[src/rtl/mc_pkg.sv]
// Shared encodings for the multicycle controller: FSM states, internal ALU
// operation class, datapath mux selects, immediate/extend types and opcodes.
package mc_pkg;

   typedef enum logic [3:0] {
      S_FETCH,
      S_DECODE,
      S_MEM_ADR,
      S_MEM_READ,
      S_MEM_WB,
      S_MEM_WRITE,
      S_EXECUTE,
      S_JALR_ADR,
      S_JUMP,
      S_ALU_WB,
      S_BRANCH,
      S_TRAP
   } state_t;

   typedef enum logic [1:0] {
      ALU_OP_ADD   = 2'b00,
      ALU_OP_SCMP  = 2'b01,
      ALU_OP_FUNCT = 2'b10,
      ALU_OP_UCMP  = 2'b11
   } alu_op_t;

   typedef enum logic [2:0] {
      IMM_I = 3'b000,
      IMM_S = 3'b001,
      IMM_B = 3'b010,
      IMM_U = 3'b011,
      IMM_J = 3'b100
   } imm_src_t;

   typedef enum logic [2:0] {
      EXT_W  = 3'b000,
      EXT_B  = 3'b001,
      EXT_H  = 3'b010,
      EXT_BU = 3'b101,
      EXT_HU = 3'b110
   } ext_t;

   typedef enum logic [1:0] {
      SRC_A_PC    = 2'b00,
      SRC_A_OLDPC = 2'b01,
      SRC_A_RS1   = 2'b10,
      SRC_A_ZERO  = 2'b11
   } src_a_t;

   typedef enum logic [1:0] {
      SRC_B_RS2  = 2'b00,
      SRC_B_IMM  = 2'b01,
      SRC_B_FOUR = 2'b10
   } src_b_t;

   typedef enum logic [1:0] {
      RES_ALUOUT = 2'b00,
      RES_MEM    = 2'b01,
      RES_ALU    = 2'b10
   } result_src_t;

   // Major opcodes recognised by the controller
   localparam logic [6:0] OP_LOAD   = 7'b0000011;
   localparam logic [6:0] OP_STORE  = 7'b0100011;
   localparam logic [6:0] OP_R      = 7'b0110011;
   localparam logic [6:0] OP_I_ALU  = 7'b0010011;
   localparam logic [6:0] OP_LUI    = 7'b0110111;
   localparam logic [6:0] OP_AUIPC  = 7'b0010111;
   localparam logic [6:0] OP_JAL    = 7'b1101111;
   localparam logic [6:0] OP_JALR   = 7'b1100111;
   localparam logic [6:0] OP_BRANCH = 7'b1100011;

   // ALU control codes driven onto alu_control_o
   localparam logic [3:0] ALU_ADD  = 4'd0;
   localparam logic [3:0] ALU_SUB  = 4'd1;
   localparam logic [3:0] ALU_AND  = 4'd2;
   localparam logic [3:0] ALU_OR   = 4'd3;
   localparam logic [3:0] ALU_XOR  = 4'd4;
   localparam logic [3:0] ALU_SLT  = 4'd5;
   localparam logic [3:0] ALU_SLTU = 4'd6;
   localparam logic [3:0] ALU_SLL  = 4'd7;
   localparam logic [3:0] ALU_SRL  = 4'd8;
   localparam logic [3:0] ALU_SRA  = 4'd9;

   // Load funct3 -> extend unit control
   function automatic ext_t load_extend(input logic [2:0] funct3);
      case (funct3)
         3'b000:  return EXT_B;
         3'b001:  return EXT_H;
         3'b100:  return EXT_BU;
         3'b101:  return EXT_HU;
         default: return EXT_W;
      endcase
   endfunction

endpackage

[src/rtl/alu_decoder.sv]
// ALU decoder: maps the controller's operation class plus instruction fields
// onto the ALU control code. Both compare classes subtract; the branch unit
// reads signed or unsigned meaning out of the resulting flags.
module alu_decoder
   import mc_pkg::*;
(
   input  logic [1:0] alu_op,
   input  logic [2:0] funct3,
   input  logic       funct7_5,
   input  logic       op_5,
   output logic [3:0] alu_control
);

   // Combinational operation select
   always_comb begin
      alu_control = ALU_ADD;
      case (alu_op)
         ALU_OP_ADD:  alu_control = ALU_ADD;
         ALU_OP_SCMP: alu_control = ALU_SUB;
         ALU_OP_UCMP: alu_control = ALU_SUB;
         default: begin
            case (funct3)
               // only the register form (op bit 5 set) can subtract
               3'b000:  alu_control = (funct7_5 && op_5) ? ALU_SUB : ALU_ADD;
               3'b001:  alu_control = ALU_SLL;
               3'b010:  alu_control = ALU_SLT;
               3'b011:  alu_control = ALU_SLTU;
               3'b100:  alu_control = ALU_XOR;
               3'b101:  alu_control = funct7_5 ? ALU_SRA : ALU_SRL;
               3'b110:  alu_control = ALU_OR;
               default: alu_control = ALU_AND;
            endcase
         end
      endcase
   end

endmodule

[src/rtl/mc_branch_cond.sv]
// Branch condition: decides taken/not-taken from funct3 and the {O,N,Z,C}
// flags of the rs1 - rs2 subtraction.
module mc_branch_cond (
   input  logic [2:0] funct3,
   input  logic [3:0] onzc,
   output logic       taken
);

   logic flag_o;
   logic flag_n;
   logic flag_z;
   logic flag_c;

   assign {flag_o, flag_n, flag_z, flag_c} = onzc;

   // Condition table; funct3 010/011 are not branches and never take
   always_comb begin
      taken = 1'b0;
      case (funct3)
         3'b000:  taken = flag_z;
         3'b001:  taken = ~flag_z;
         3'b100:  taken = flag_n ^ flag_o;
         3'b101:  taken = ~(flag_n ^ flag_o);
         3'b110:  taken = ~flag_c;
         3'b111:  taken = flag_c;
         default: taken = 1'b0;
      endcase
   end

endmodule

[src/rtl/multicycle_controller.sv]
// Multicycle RISC-V controller: Moore FSM sequencing fetch, decode, memory,
// execute, jump and branch steps, with strobes forced low during reset.
module multicycle_controller
   import mc_pkg::*;
(
   input  logic       clk_i,
   input  logic       rst_ni,
   input  logic [6:0] op_i,
   input  logic [2:0] funct3_i,
   input  logic       funct7_5_i,
   input  logic [3:0] onzc_i,
   input  logic       mem_ready_i,
   output logic       mem_req_o,
   output logic       memory_write_o,
   output logic       adr_source_o,
   output logic       ir_write_o,
   output logic       pc_write_o,
   output logic       reg_write_o,
   output logic [1:0] alu_src_a_o,
   output logic [1:0] alu_src_b_o,
   output logic [1:0] result_source_o,
   output logic [3:0] alu_control_o,
   output logic [2:0] immediate_source_o,
   output logic [2:0] result_extend_control_o,
   output logic       retire_o,
   output logic       illegal_o
);

   localparam int NSTROBE = 6;

   state_t      state_reg;
   state_t      state_next;
   alu_op_t     alu_op;
   src_a_t      src_a;
   src_b_t      src_b;
   result_src_t result_src;
   imm_src_t    imm_src;
   ext_t        ext;
   logic        mem_req;
   logic        memory_write;
   logic        adr_source;
   logic        ir_write;
   logic        pc_write;
   logic        reg_write;
   logic        retire;
   logic        taken;

   logic is_load, is_store, is_r, is_i_alu, is_lui, is_auipc;
   logic is_jal, is_jalr, is_branch;

   assign is_load   = (op_i == OP_LOAD);
   assign is_store  = (op_i == OP_STORE);
   assign is_r      = (op_i == OP_R);
   assign is_i_alu  = (op_i == OP_I_ALU);
   assign is_lui    = (op_i == OP_LUI);
   assign is_auipc  = (op_i == OP_AUIPC);
   assign is_jal    = (op_i == OP_JAL);
   assign is_jalr   = (op_i == OP_JALR);
   assign is_branch = (op_i == OP_BRANCH);

   mc_branch_cond u_branch_cond (
      .funct3 (funct3_i),
      .onzc   (onzc_i),
      .taken  (taken)
   );

   alu_decoder u_alu_decoder (
      .alu_op      (alu_op),
      .funct3      (funct3_i),
      .funct7_5    (funct7_5_i),
      .op_5        (op_i[5]),
      .alu_control (alu_control_o)
   );

   // State register; reset lands in FETCH immediately, even mid-wait
   always_ff @(posedge clk_i or negedge rst_ni) begin
      if (!rst_ni) state_reg <= S_FETCH;
      else         state_reg <= state_next;
   end

   // Next-state and per-state datapath controls
   always_comb begin
      state_next   = state_reg;
      mem_req      = 1'b0;
      memory_write = 1'b0;
      adr_source   = 1'b0;
      ir_write     = 1'b0;
      pc_write     = 1'b0;
      reg_write    = 1'b0;
      retire       = 1'b0;
      alu_op       = ALU_OP_ADD;
      src_a        = SRC_A_PC;
      src_b        = SRC_B_RS2;
      result_src   = RES_ALUOUT;
      imm_src      = IMM_I;
      ext          = EXT_W;
      case (state_reg)
         S_FETCH: begin
            mem_req    = 1'b1;
            src_b      = SRC_B_FOUR;
            result_src = RES_ALU;
            if (mem_ready_i) begin
               ir_write   = 1'b1;
               pc_write   = 1'b1;
               state_next = S_DECODE;
            end
         end
         S_DECODE: begin
            // precompute the branch/jal target into ALUOut
            src_a   = SRC_A_OLDPC;
            src_b   = SRC_B_IMM;
            imm_src = is_branch ? IMM_B : IMM_J;
            if (is_load || is_store)                      state_next = S_MEM_ADR;
            else if (is_r || is_i_alu || is_lui || is_auipc) state_next = S_EXECUTE;
            else if (is_jal)                              state_next = S_JUMP;
            else if (is_jalr)                             state_next = S_JALR_ADR;
            else if (is_branch)                           state_next = S_BRANCH;
            else                                          state_next = S_TRAP;
         end
         S_MEM_ADR: begin
            src_a      = SRC_A_RS1;
            src_b      = SRC_B_IMM;
            imm_src    = is_store ? IMM_S : IMM_I;
            state_next = is_store ? S_MEM_WRITE : S_MEM_READ;
         end
         S_MEM_READ: begin
            mem_req    = 1'b1;
            adr_source = 1'b1;
            if (mem_ready_i) state_next = S_MEM_WB;
         end
         S_MEM_WB: begin
            reg_write  = 1'b1;
            result_src = RES_MEM;
            ext        = load_extend(funct3_i);
            retire     = 1'b1;
            state_next = S_FETCH;
         end
         S_MEM_WRITE: begin
            mem_req      = 1'b1;
            memory_write = 1'b1;
            adr_source   = 1'b1;
            if (mem_ready_i) begin
               retire     = 1'b1;
               state_next = S_FETCH;
            end
         end
         S_EXECUTE: begin
            if (is_lui) begin
               src_a   = SRC_A_ZERO;
               src_b   = SRC_B_IMM;
               imm_src = IMM_U;
            end else if (is_auipc) begin
               src_a   = SRC_A_OLDPC;
               src_b   = SRC_B_IMM;
               imm_src = IMM_U;
            end else begin
               src_a  = SRC_A_RS1;
               src_b  = is_r ? SRC_B_RS2 : SRC_B_IMM;
               alu_op = ALU_OP_FUNCT;
            end
            state_next = S_ALU_WB;
         end
         S_JALR_ADR: begin
            src_a      = SRC_A_RS1;
            src_b      = SRC_B_IMM;
            state_next = S_JUMP;
         end
         S_JUMP: begin
            // PC takes the target in ALUOut while the ALU forms OldPC + 4
            pc_write   = 1'b1;
            src_a      = SRC_A_OLDPC;
            src_b      = SRC_B_FOUR;
            state_next = S_ALU_WB;
         end
         S_ALU_WB: begin
            reg_write  = 1'b1;
            retire     = 1'b1;
            state_next = S_FETCH;
         end
         S_BRANCH: begin
            src_a      = SRC_A_RS1;
            src_b      = SRC_B_RS2;
            alu_op     = funct3_i[1] ? ALU_OP_UCMP : ALU_OP_SCMP;
            pc_write   = taken;
            retire     = 1'b1;
            state_next = S_FETCH;
         end
         S_TRAP: begin
            state_next = S_TRAP;
         end
         default: begin
            state_next = S_FETCH;
         end
      endcase
   end

   // Force every strobe low while reset is held, independent of the clock
   logic [NSTROBE-1:0] strobe_raw;
   logic [NSTROBE-1:0] strobe_gated;

   assign strobe_raw = {mem_req, memory_write, ir_write, pc_write, reg_write, retire};

   for (genvar gi = 0; gi < NSTROBE; gi++) begin : g_gate
      assign strobe_gated[gi] = strobe_raw[gi] & rst_ni;
   end

   assign {mem_req_o, memory_write_o, ir_write_o, pc_write_o, reg_write_o, retire_o} = strobe_gated;

   assign adr_source_o            = adr_source;
   assign alu_src_a_o             = src_a;
   assign alu_src_b_o             = src_b;
   assign result_source_o         = result_src;
   assign immediate_source_o      = imm_src;
   assign result_extend_control_o = ext;
   // reset drives the state to FETCH at once, so this clears with it
   assign illegal_o               = (state_reg == S_TRAP);

endmodule
[config.mk]
export PLATFORM = sky130hd
export DESIGN_NAME = multicycle_controller
export DESIGN_NICKNAME = d
export VERILOG_FILES = /design/src/rtl/mc_pkg.sv /design/src/rtl/alu_decoder.sv /design/src/rtl/mc_branch_cond.sv /design/src/rtl/multicycle_controller.sv
export SDC_FILE = /design/constraint.sdc
export NUM_CORES = 1
export LEC_CHECK = 0
export CAP_MARGIN = 10
export CORE_MARGIN = 2
export CORE_UTILIZATION = 39
export DETAILED_ROUTE_END_ITERATION = 16
export GPL_TIMING_DRIVEN = 1
export PLACE_DENSITY_LB_ADDON = 0.05
export RECOVER_POWER = 50
export SLEW_MARGIN = 20
export SYNTH_ARGS = -nofsm -noshare
export SYNTH_HDL_FRONTEND = slang
export SYNTH_SLANG_ARGS = --single-unit
[constraint.sdc]
create_clock -name clk_i -period 1.8 [get_ports clk_i]
set_input_delay 0.36 -clock clk_i [delete_from_list [all_inputs] [get_ports clk_i]]
set_output_delay 0.36 -clock clk_i [all_outputs]
set_load 0.02 [all_outputs]
==> summary.txt, run 1 <==
Synth
  • Leading area contributor after synthesis: dfrtp_1
  • Avg Cell Area, Syn: 6.50 sq um
  • Most frequent cells after synthesis: nand2_1 (13), nor2_1 (13), nor2b_1 (9)
  • Fraction of registers with async set/reset: 1.00
  • FF+latch count, synth: 4
  • Area fraction of the dominant cell type after synthesis: 0.123
  • Post-Syn Area: 812 sq um
  • Top post-synthesis cells by area: dfrtp_1 (12%), nor2b_1 (6.9%), nand2_1 (6.0%)
  • Post-synth EDFFs: 0
  • Seq/Total Area, Yosys: 0.123
  • Post-Syn Instances: 125
  • Synthesized net count: 143
  • Top_reg_cell synth: dfrtp_1
  • Synth Warn #: 0
  • Yosys cell types: 42

Clocking
  • Clock buffer depth: 2
  • CTS sink cnt: 4
  • TritonCTS buffer count: 3
  • H-tree Lvls: 1
  • Clk root buf: clkbuf_4

Placement
  • PortBufs: 41
  • GPL Wtd Cong: just under 0.9
  • Setup WS pre-CTS: -1010 ps
  • Detailed placement HPWL: ~2600 um
  • Placed Instances: 238
  • Post-placement cell area: around 0.0016 sq mm

STA
  • Critical endpoint after global-route timing repair: immediate_source_o[0]
  • Worst EP kind: primary output

Global routing
  • Pin count of the biggest net entering global routing: 12

Outcome
  • Outcome: stopped before the end
  • Halt Stage: global routing (5_1_grt)
  • Log Error: [ERROR DPL-0038] Utilization greater than 100%, impossible to legalize

Floorplanning
  • Die Ht: 49.6 um
  • Io pins: 42
  • Die X: 49.6 um
  • Starting density of the core: 0.414
  • Num rows: 16
-- stage by stage --
step           utilization  setup TNS (ps)
3_5_place_dp         0.837          -15150
3_3_place_gp         0.837          -14330
2_1_floorplan            -            -419
4_1_cts              0.923           -1160
-- cells by family after synthesis --
group	Yosys count	share of synthesized area
buffers and inverters	14	0.0678
DFF	4	0.123
muxes	3	0.0370
and+or+nand+nor	71	0.482
AOI/OAI and AO/OA	28	0.236
xor gates and xnor gates	5	0.0539
-- timing repair --
action,in CTS
resized for setup,191
pin swaps,23
hold buffers,0
buffers inserted,8
endpoints found under the setup margin,27
==> run 2: changes to the inputs <==
--- a/config.mk
+++ b/config.mk
@@ -6,11 +6,11 @@
 export NUM_CORES = 1
 export LEC_CHECK = 0
 export CAP_MARGIN = 10
-export CORE_MARGIN = 2
-export CORE_UTILIZATION = 39
+export CORE_AREA = 2 2 63 65
 export DETAILED_ROUTE_END_ITERATION = 16
+export DIE_AREA = 0 0 65 67
 export GPL_TIMING_DRIVEN = 1
-export PLACE_DENSITY_LB_ADDON = 0.05
+export PLACE_DENSITY_LB_ADDON = 0.15
 export RECOVER_POWER = 50
 export SLEW_MARGIN = 20
 export SYNTH_ARGS = -nofsm -noshare
==> run 2 against run 1 <==
Net effect: the flow now finishes, with violations (setup timing); synthesized area unchanged; synthesized cell count unchanged.
==> summary.txt, run 2 <==
Synth
  • Post-synth EDFFs: 0 (unchanged)
  • Fraction of registers with async set/reset: 1.00 (unchanged)
  • FF+latch count, synth: 4 (unchanged)
  • Yosys cell types: 42 (unchanged)
  • Top_reg_cell synth: dfrtp_1
  • Most frequent cells after synthesis: nand2_1 (13), nor2_1 (13), nor2b_1 (9)
  • Area fraction of the dominant cell type after synthesis: 0.123 (unchanged)
  • Synthesized net count: 143 (unchanged)
  • Synth Warn #: 0 (unchanged)
  • Leading area contributor after synthesis: dfrtp_1
  • Top post-synthesis cells by area: dfrtp_1 (12%), nor2b_1 (6.9%), nand2_1 (6.0%)
  • Post-Syn Area: 812 sq um (unchanged)
  • Avg Cell Area, Syn: 6.50 sq um (unchanged)
  • Post-Syn Instances: 125 (unchanged)
  • Seq/Total Area, Yosys: 0.123 (unchanged)

Critical path
  • CP max-delay cell: or4_4
  • Worst Path Max Fanout: 2
  • Worst r2r src: state_reg[2]
  • Crit path DAT: 1610 ps
  • Crit path cell chain: buf_6, or4_4, or3_4, a21oi_4, buf_6
  • CP startpoint: op_i[3]
  • CP Capture Type: output port
  • CP max stage delay: 540 ps
  • CP required: 1440 ps
  • WS Path Type: in2out
  • Startpoint types: input pin
  • Cell repeated most along the worst path: buf_6

Floorplanning
  • Io pins: 42 (unchanged)
  • Num rows: 22 (+6)
  • Starting density of the core: 0.225 (-0.189)
  • Core ar.: ~0.0036 sq mm
  • Die X: 65 um (+31%)
  • Die footprint: 0.00436 sq mm
  • Die Ht: 67 um (+35%)

STA
  • Final cycle utilization of the critical path: 1.09
  • WHS: 358 ps
  • Final Hold Vio Count: 0
  • Final setup fails: 13
  • Min Tclk post-route: 1970 ps
  • Setup Skew: ~5.3 ps
  • Slew Viols, Final: 0
  • Final worst slack: -167 ps
  • Fmax: just over 500 MHz
  • Setup TNS: -1230 ps
  • Slew at the pin with the worst max-slew slack: 440 ps
  • RSZ-0062 raised after global routing: yes
  • Worst slew margin: 0.706

Placement
  • PortBufs: 41 (unchanged)
  • Detailed placement HPWL: 2680 um (+1.3%)
  • GPL Wtd Cong: 0.816 (-6.0%)

Power
  • Proportion of power drawn by flip-flops and latches: 0.070
  • Overall power: 2.84 mW
  • Share of power burned in the clock network: 0.065
  • Pwr Density: approximately 1300 mW/mm^2
  • Switching power of the nets: about 1.3 mW
  • Int Pwr: 1.59 mW
  • Net Sw Frac: 0.441
  • Pleak: just over 1 nW
  • Comb pwr share: 0.865
  • Worst VDD drop: roughly 900 uV

Drt
  • Total number of vias: about 1400
  • Mean number of vias per cell: around 4.8
  • Drt drc: 0
  • Post-Route WL: 3920 um
  • First-pass detailed-route iteration total: 6
  • Antenna Nets Post-Route: 0
  • Routed length per instance: 13.6 um
  • Initial DRC Count: between 50 and 60

Global routing
  • Vias in the first global route: roughly 1400
  • Total Routing Usage GR: 0.177
  • Pin count of the biggest net entering global routing: 11
  • Initial antenna violation count: 0
  • Gr ovfl total: 0
  • First-pass GRT wire length: 6110 um

Cells and area
  • Most common cell after layout, fill and taps aside: buf_4
  • Layout Area Growth over Synthesis: 171%
  • Most frequent cells in the layout: buf_4 (72), buf_6 (27), nand2_1 (8)
  • Layout cell share with drive strength beyond 1: 0.689
  • Layout fillers: 324
  • Reg area: about 100 sq um
  • N_diodes: 0
  • Nets: 261
  • Max reg flops: 4
  • Multi-input logic area: roughly 960 sq um

Clocking
  • CTS clk-pin slew, worst paths: 30 ps
  • TritonCTS buffer count: 3 (unchanged)
  • Clock buffer depth: 2 (unchanged)
  • CTS tree: built
  • Clock Latency Late Sink: 210 ps
  • Clk root buf: clkbuf_8
  • Hold-fix buffers, CTS: 0 (unchanged)
  • H-tree Lvls: 1 (unchanged)
  • CTS sink cnt: 4 (unchanged)

Outcome
  • Failing checks: setup timing
  • Outcome: complete, but fails checks

Hold path
  • Min-Delay Path Class: in2async

Flow run
  • Maximum Capacitance Violations: 0
run 2: cell counts after synthesis:
Identical to the previous run, type by type.
run 2: worst max-delay path: cells and delay by family:
family	cells	cell delay, ps
buffers and inverters	2	220
AND/OR/NAND/NOR	2	900
AO/OA/AOI/OAI	1	130
run 2: final cells by class:
class | instances | share of cell area
Multi-Input combinational cell | 107 | 0.435
Clock buffer | 3 | 0.0188
Timing Repair Buffer | 121 | 0.459
Sequential cell | 4 | 0.0466
Inverter | 6 | 0.0131
Tap cell | 48 | 0.0273
run 2: power groups by stage:
stage | clock network [mW] | logic (mW) | registers, mW
6_report | 0.184 | 2.46 | 0.199
5_1_grt | 0.197 | 2.62 | 0.208
4_1_cts | 0.190 | 1.99 | 0.194
2_1_floorplan | 0 | 0.825 | 0.167
3_3_place_gp | 0 | 1.72 | 0.177
3_5_place_dp | 0 | 1.72 | 0.176
run 2: kinds of logic after synthesis:
family / count (synthesis) / synth area share
xor+xnor: 5 / 0.0539
buf+inv: 14 / 0.0678
compound gates: 28 / 0.236
mux: 3 / 0.0370
simple gates: 71 / 0.482
flops: 4 / 0.123
run 2: final timing paths:
check | end | slack (ps) | depth (start not counted)
min | state_reg[3] | 360 | 2
max | immediate_source_o[0] | -170 | 5
min in group clk_i | state_reg[2] | 680 | 5
max reg2reg | state_reg[3] | 190 | 8
max in group asynchronous | state_reg[2] | 1110 | 2
min reg2reg | state_reg[1] | 710 | 2
run 2: stage by stage:
stage | setup slack [ps] | util | cell area, sq um | std cells
2_1_floorplan | -117 | - | 832 | 125
3_3_place_gp | -1010 | 0.463 | 1670 | 259
3_5_place_dp | -1010 | 0.463 | 1670 | 259
4_1_cts | -264 | 0.537 | 1940 | 275
5_1_grt | -188 | 0.611 | 2200 | 289
6_report | -167 | 0.611 | 2200 | 289
run 2: layer usage:
layer,track usage,vias up,part of all wire
met1,0.194,647,0.41
met4,0.00798,0,0.0036
met5,0,-,0
li1,-,689,-
met3,0.0220,2,0.047
met2,0.372,48,0.54
run 2: repair_timing:
action	CTS	global route
setup buffers	13	14
gates resized for setup	202	56
pin swaps	24	26
endpoints found under the setup margin	27	23
No activity file was read; power rests on OpenSTA's default activity.
